## config.mk

```make
export PLATFORM = sky130hd
export DESIGN_NAME = column_shift_loader
export DESIGN_NICKNAME = d
export VERILOG_FILES = /design/src/rtl/column_shift_loader.sv
export SDC_FILE = /design/constraint.sdc
export NUM_CORES = 2
export LEC_CHECK = 0
export CAP_MARGIN = 0
export CORE_AREA = 2 2 408 410
export DETAILED_ROUTE_END_ITERATION = 16
export DIE_AREA = 0 0 410 412
export GPL_ROUTABILITY_DRIVEN = 0
export GPL_TIMING_DRIVEN = 1
export SYNTH_ARGS = -nofsm -noshare
export SYNTH_HDL_FRONTEND = slang
export SYNTH_SLANG_ARGS = --single-unit
```

## constraint.sdc

```tcl
create_clock -name clk -period 1.4 [get_ports clk]
set_input_delay 0.28 -clock clk [delete_from_list [all_inputs] [get_ports clk]]
set_output_delay 0.28 -clock clk [all_outputs]
set_load 0.03 [all_outputs]
```

## src/rtl/column_shift_loader.sv

```systemverilog
// rtl/column_shift_loader.sv - serial loader for 2N-1 partial-product columns with delayed result capture
module column_shift_loader #(
    parameter int N       = 29,
    parameter int RES_LAT = 1
) (
    input  logic               clk,
    input  logic               rst,
    input  logic               en,
    input  logic               clr,
    input  logic [2*N-2:0]     src_in,
    output logic [N*N-1:0]     cols,
    output logic               full,
    input  logic [2*N:0]       cmp_dst,
    output logic [2*N:0]       res,
    output logic               res_vld,
    output logic [15:0]        res_cnt
);

    localparam int C  = 2 * N - 1;
    localparam int CW = $clog2(N + 1);
    localparam logic [CW-1:0] CNT_MAX  = CW'(N);
    localparam logic [CW-1:0] CNT_LOAD = CW'(N - 1);

    function automatic int col_h(input int i);
        return (i < N) ? i + 1 : 2 * N - 1 - i;
    endfunction

    function automatic int col_off(input int i);
        int s;
        s = 0;
        for (int j = 0; j < i; j++) s += col_h(j);
        return s;
    endfunction

    logic              kill;
    logic [CW-1:0]     fill_cnt;
    logic [CW-1:0]     fill_nxt;
    logic              load_ok;
    logic [RES_LAT-1:0] vp;
    logic [RES_LAT:0]  vp_sh;

    assign kill    = rst | clr;
    assign load_ok = en && (fill_cnt >= CNT_LOAD);
    // vp_sh[RES_LAT] is the token leaving the delay line this cycle
    assign vp_sh   = {vp, load_ok};

    always_comb begin
        fill_nxt = fill_cnt;
        if (en && (fill_cnt != CNT_MAX)) fill_nxt = fill_cnt + CW'(1);
    end

    genvar gi;
    generate
        for (gi = 0; gi < C; gi++) begin : g_col
            localparam int H   = col_h(gi);
            localparam int OFF = col_off(gi);
            logic [H-1:0] col_q;

            if (H == 1) begin : g_single
                always_ff @(posedge clk) begin
                    if (kill)    col_q <= '0;
                    else if (en) col_q <= src_in[gi];
                end
            end else begin : g_multi
                always_ff @(posedge clk) begin
                    if (kill)    col_q <= '0;
                    else if (en) col_q <= {col_q[H-2:0], src_in[gi]};
                end
            end

            assign cols[OFF +: H] = col_q;
        end
    endgenerate

    always_ff @(posedge clk) begin
        if (kill) begin
            fill_cnt <= '0;
            full     <= 1'b0;
            vp       <= '0;
            res      <= '0;
            res_vld  <= 1'b0;
            res_cnt  <= 16'd0;
        end else begin
            fill_cnt <= fill_nxt;
            full     <= (fill_nxt == CNT_MAX);
            vp       <= vp_sh[RES_LAT-1:0];
            if (vp_sh[RES_LAT]) begin
                res     <= cmp_dst;
                res_vld <= 1'b1;
                res_cnt <= res_cnt + 16'd1;
            end else begin
                res_vld <= 1'b0;
            end
        end
    end

endmodule

```

After elaboration in Yosys (flattened, before gate mapping)
Index checks and enable logic that the tools add are counted.
{"block": "word_totals", "reg_bits": 924, "input_bits": 120, "output_inout_bits": 918, "elab_cells": 73}
{"block": "classes", "n_addsub": 2, "magnitude_cmp": 1, "eq_ne": 2, "n_mux": 2, "bitwise": 1, "reduce_logical": 2}
{"cell": "16-bit by 1-bit adder with 16-bit output, second input constant", "n": 1}
{"cell": "5-bit by 1-bit adder with 5-bit output, second input constant", "n": 1}
{"cell": "5-bit == test, second input constant", "n": 1}
{"cell": "5-bit greater-or-equal comparator, second input constant", "n": 1}
{"cell": "5-bit 2-to-1 mux", "n": 1}
{"cell": "5-bit != test, second input constant", "n": 1}
{"cell": "1-bit logical AND", "n": 2}
{"cell": "1-bit 2-to-1 mux", "n": 1}
{"cell": "1-bit bitwise OR", "n": 1}

Depth between registers and ports, before layout
{"block": "depth", "word_depth": 4, "depth_mapped": 6, "depth_no_buf": 6}

Worst setup path before layout
Ideal clock, no wire load.
{"block": "synth_timing", "path_type": "flip-flop to flip-flop", "from": "register res_cnt[2]", "to": "register res_cnt[15]", "setup_time_ns": 0.071, "t_arrival_ns": 1.627, "required_time_ns": 1.329, "setup_slack_ns": -0.298, "path_stages_with_launch": 5, "n_path_buf": 0, "period_less_slack_ns": 1.698, "path_cell_list": "dfxtp_1 > nand4_1 > or3_4 > or3_1 > a21oi_1"}
{"block": "synth_via", "elab_chain_cells": 1}
{"element": "start: declaration", "line_no": "16", "rtl": "output logic [15:0] res_cnt"}
{"element": "start signal: assignment", "line_no": "90", "rtl": "res_cnt <= res_cnt + 16'd1;"}
{"element": "16-bit by 1-bit adder with 16-bit output", "line_no": "90"}
Every way passes these cells.
A chain may end at the register's enable or synchronous reset.

Worst setup path in the final report
{"block": "layout_timing", "from": "register res_cnt[5]", "to": "output port res_cnt[5]"}
No word-level cell between the ends.

==> out/qor.yml <==
avgRoutedWirePerCell_um: 19.4
clk_latency_ps: 730
setup-violations-final: 933
finalCritPeriodShare: 1.16
grt_first_pass_wirelength_mm: 196
setup.worst_path.start_class: "flop"
crit_path_max_fanout: 2
layout_setup_ws_ps: -226
drtAntennaViolNets: 0
dr_total_vias: 28837
drive_gt1_frac: 0.591
initial_utilization: 0.197
post_synth.cell_area_avg_um2: 10.7
die_width_um: 410
reg2regPathDepth: 7
globalRouteOverflowTotal: 0
violations: "setup timing"
postPlaceCellArea_um2: 51500
grt_setup_unrepaired: "yes"
flow.area_growth_from_synthesis_pct: 95.0
ys_ff_latch: 924
timing.critical_path.arrival_ps: 1350
synth.yosys.warnings: 0
p_total_mw: 56.1
timing.max_cap.violations: 0
final_design_area_no_fill_um2: 63200
hold-worst-slack_ps: 161
max_slew_margin: 0.738
row_count: 149
clock_sink_count: 924
filler_cells: 15587
total_neg_setup_slack_ps: -73530
first_global_vias: 29042
postSynthNetCount: 3156
clock_pin_slew_on_the_worst_setup_and_hold_paths_ps: 60
total_leakage_power_nw: 27.7
htree_num_levels: 3
slew_violations: 0
synth_cell_type_count: 30
timing.critical_path.to_type: "output port"
worst_r2r_endpoint: "res_cnt[8]"
die-area_um2: 169000
max_clock_freq_mhz: 615
hpwlAfterDp_mm: 99.6
number_of_optimization_iterations_in_the_first_detailed_route_pass: 5
timing_worst_slew_pin_value_ps: 393
path_class: "flop to output port"
cts_buffers: 104
cts_tree: "yes"
area_used_by_sequential_logic_in_the_layout_um2: 20400
multi_input_area_um2: 13100
cts_root_buf: "sky130_fd_sc_hd__clkbuf_16"
required_ps: 1120
drc: 0
vdd.ir_drop.worst_v: 0.00107
pin_count_of_the_biggest_net_entering_global_routing: 57
run_status: "complete, but fails checks"
first_iter_violations: 1303
syn-cell-area_um2: 32400
report.final.hold_viol_count: 0
synth_instances: 3032
dieHeight_um: 412
core_region_area_um2: 164000
hold_path_class: "input port to flop"
power_per_cell_area_nw_per_um2: 888
fin_worst_skew_ps: 27.8
buffer_ports.inserted: 1037
grt_antenna_before_repair: 23
hold_path_depth: 3
synth_seq_area_share: 0.571
number_of_buffers_on_the_longest_clock_path: 3
timing.hold.worst_endpoint: "res[12]"
vias_per_cell: 4.02
boundaryPins: 1038
holdCritStartpoint: "cmp_dst[12]"
dp_slack_ps: -520
r2r_slack_ps: -140
globalRouteTotalUtil: 0.156
nets_finish: 5025
worst_r2r_startpoint: "res_cnt[1]"
final_period_minus_worst_setup_slack_ps: 1630
detail_route.wirelength_mm: 139
-- Yosys cell counts, drive strengths merged --
library cell	n	share of area
a311oi	1	0.00027
nor2b	1	0.00019
nor3	3	0.00046
clkbuf	86	0.010
inv	3	0.00035
xnor2	8	0.0022
nor4	3	0.00058
a32oi	2	0.00054
dfxtp	924	0.57
mux2i	901	0.28
or2	1	0.00019
o2bb2ai	1	0.00027
o21ai	5	0.00077
a21o	1	0.00023
buf	122	0.018
ha	4	0.0015
a21oi	8	0.0012
nand3	6	0.00093
and3	3	0.00058
nand2	11	0.0013
nor2	917	0.11
nand4	7	0.0014
and2	1	0.00019
or3	6	0.0013
xor2	5	0.0014
and4	1	0.00027
nor3b	1	0.00023
-- cell families (layout without fill, tap and decap cells) --
kind of cell	Yosys count	in the layout	synth area share
AOI/OAI and AO/OA	18	18	0.00332
other	0	1	0
adders and majority gates	4	4	0.00154
xor gates and xnor gates	13	13	0.00351
buffers and inverters	211	2163	0.0285
DFF	924	924	0.571
muxes	901	901	0.278
and+or+nand+nor	961	961	0.114
-- timing repair --
item,in CTS,in global routing
endpoints found under the hold margin,3,0
gates cloned,0,2
hold buffers,1,0
setup endpoints to repair,929,962
buffers inserted,668,53
pin swaps,11,8
gates resized for setup,3969,45
-- where the power goes --
group	total (mW)	switching, mW	internal [mW]
registers	25.9	0.0844	25.8
logic	3.00	1.55	1.45
clock network	27.3	11.6	15.7
total	56.1	13.2	42.9
-- routing by layer --
layer	up-vias	GRT usage	part of all wire	routed length, µm
li1	13874	-	-	-
met1	13864	0.169	0.38	52600
met2	784	0.278	0.51	70800
met3	281	0.0444	0.063	8700
met4	34	0.0776	0.049	6820
met5	-	0	0.0016	227
-- worst max-delay path, cell delays in order, from the launching register on --
cell	delay (ps)
sky130_fd_sc_hd__dfxtp_4	340
sky130_fd_sc_hd__buf_8	120
sky130_fd_sc_hd__buf_12	140
-- sequential cells by signal (all words and copies together), names as in the netlist --
signal / count
fill_cnt: 5
full: 1
g_col.col_q: 841
res: 59
res_cnt: 16
res_vld: 1
vp: 1
-- placed cells by master, fill, tap and decap left out, drive strengths merged --
master,instances
a21o,1
a21oi,8
a311oi,1
a32oi,2
and2,1
and3,3
and4,1
buf,1850
bufinv,4
clkbuf,158
clkdlybuf4s50,118
clkinv,22
clkinvlp,2
dfxtp,924
diode,1
dlygate4sd3,1
ha,4
inv,8
mux2i,901
nand2,11
nand3,6
nand4,7
nor2,917
nor2b,1
nor3,3
nor3b,1
nor4,3
o21ai,5
o2bb2ai,1
or2,1
or3,6
xnor2,8
xor2,5
-- final cells by class --
| cell class | count | area share |
|---|---|---|
| clock inverters | 33 | 0.00634 |
| inverters | 3 | 0.000178 |
| flip-flops and latches | 924 | 0.323 |
| diodes | 1 | 0.0000396 |
| well taps | 2189 | 0.0434 |
| repair buffers | 1971 | 0.371 |
| clock buffers | 156 | 0.0477 |
| multi-input cells | 1897 | 0.208 |
-- worst max-delay path by stage --
stage,startpoint,to,slack [ps],depth (start not counted)
after global routing,res_cnt[5],res_cnt[5],-310,2
after CTS,res_cnt[5],res_cnt[5],-340,2
after floorplan,res_cnt[0],res_cnt[13],2,4
after detailed placement,clr,res[32],-520,5
after global placement,clr,res[32],-520,5
final,res_cnt[5],res_cnt[5],-230,2
-- per-stage QoR --
stage,instances,utilization
2_1_floorplan,3032,-
4_1_cts,7118,0.381
6_report,7174,0.385
3_3_place_gp,6262,0.313
3_5_place_dp,6262,0.313
5_1_grt,7173,0.385
No activity file was read; power rests on OpenSTA's default activity.
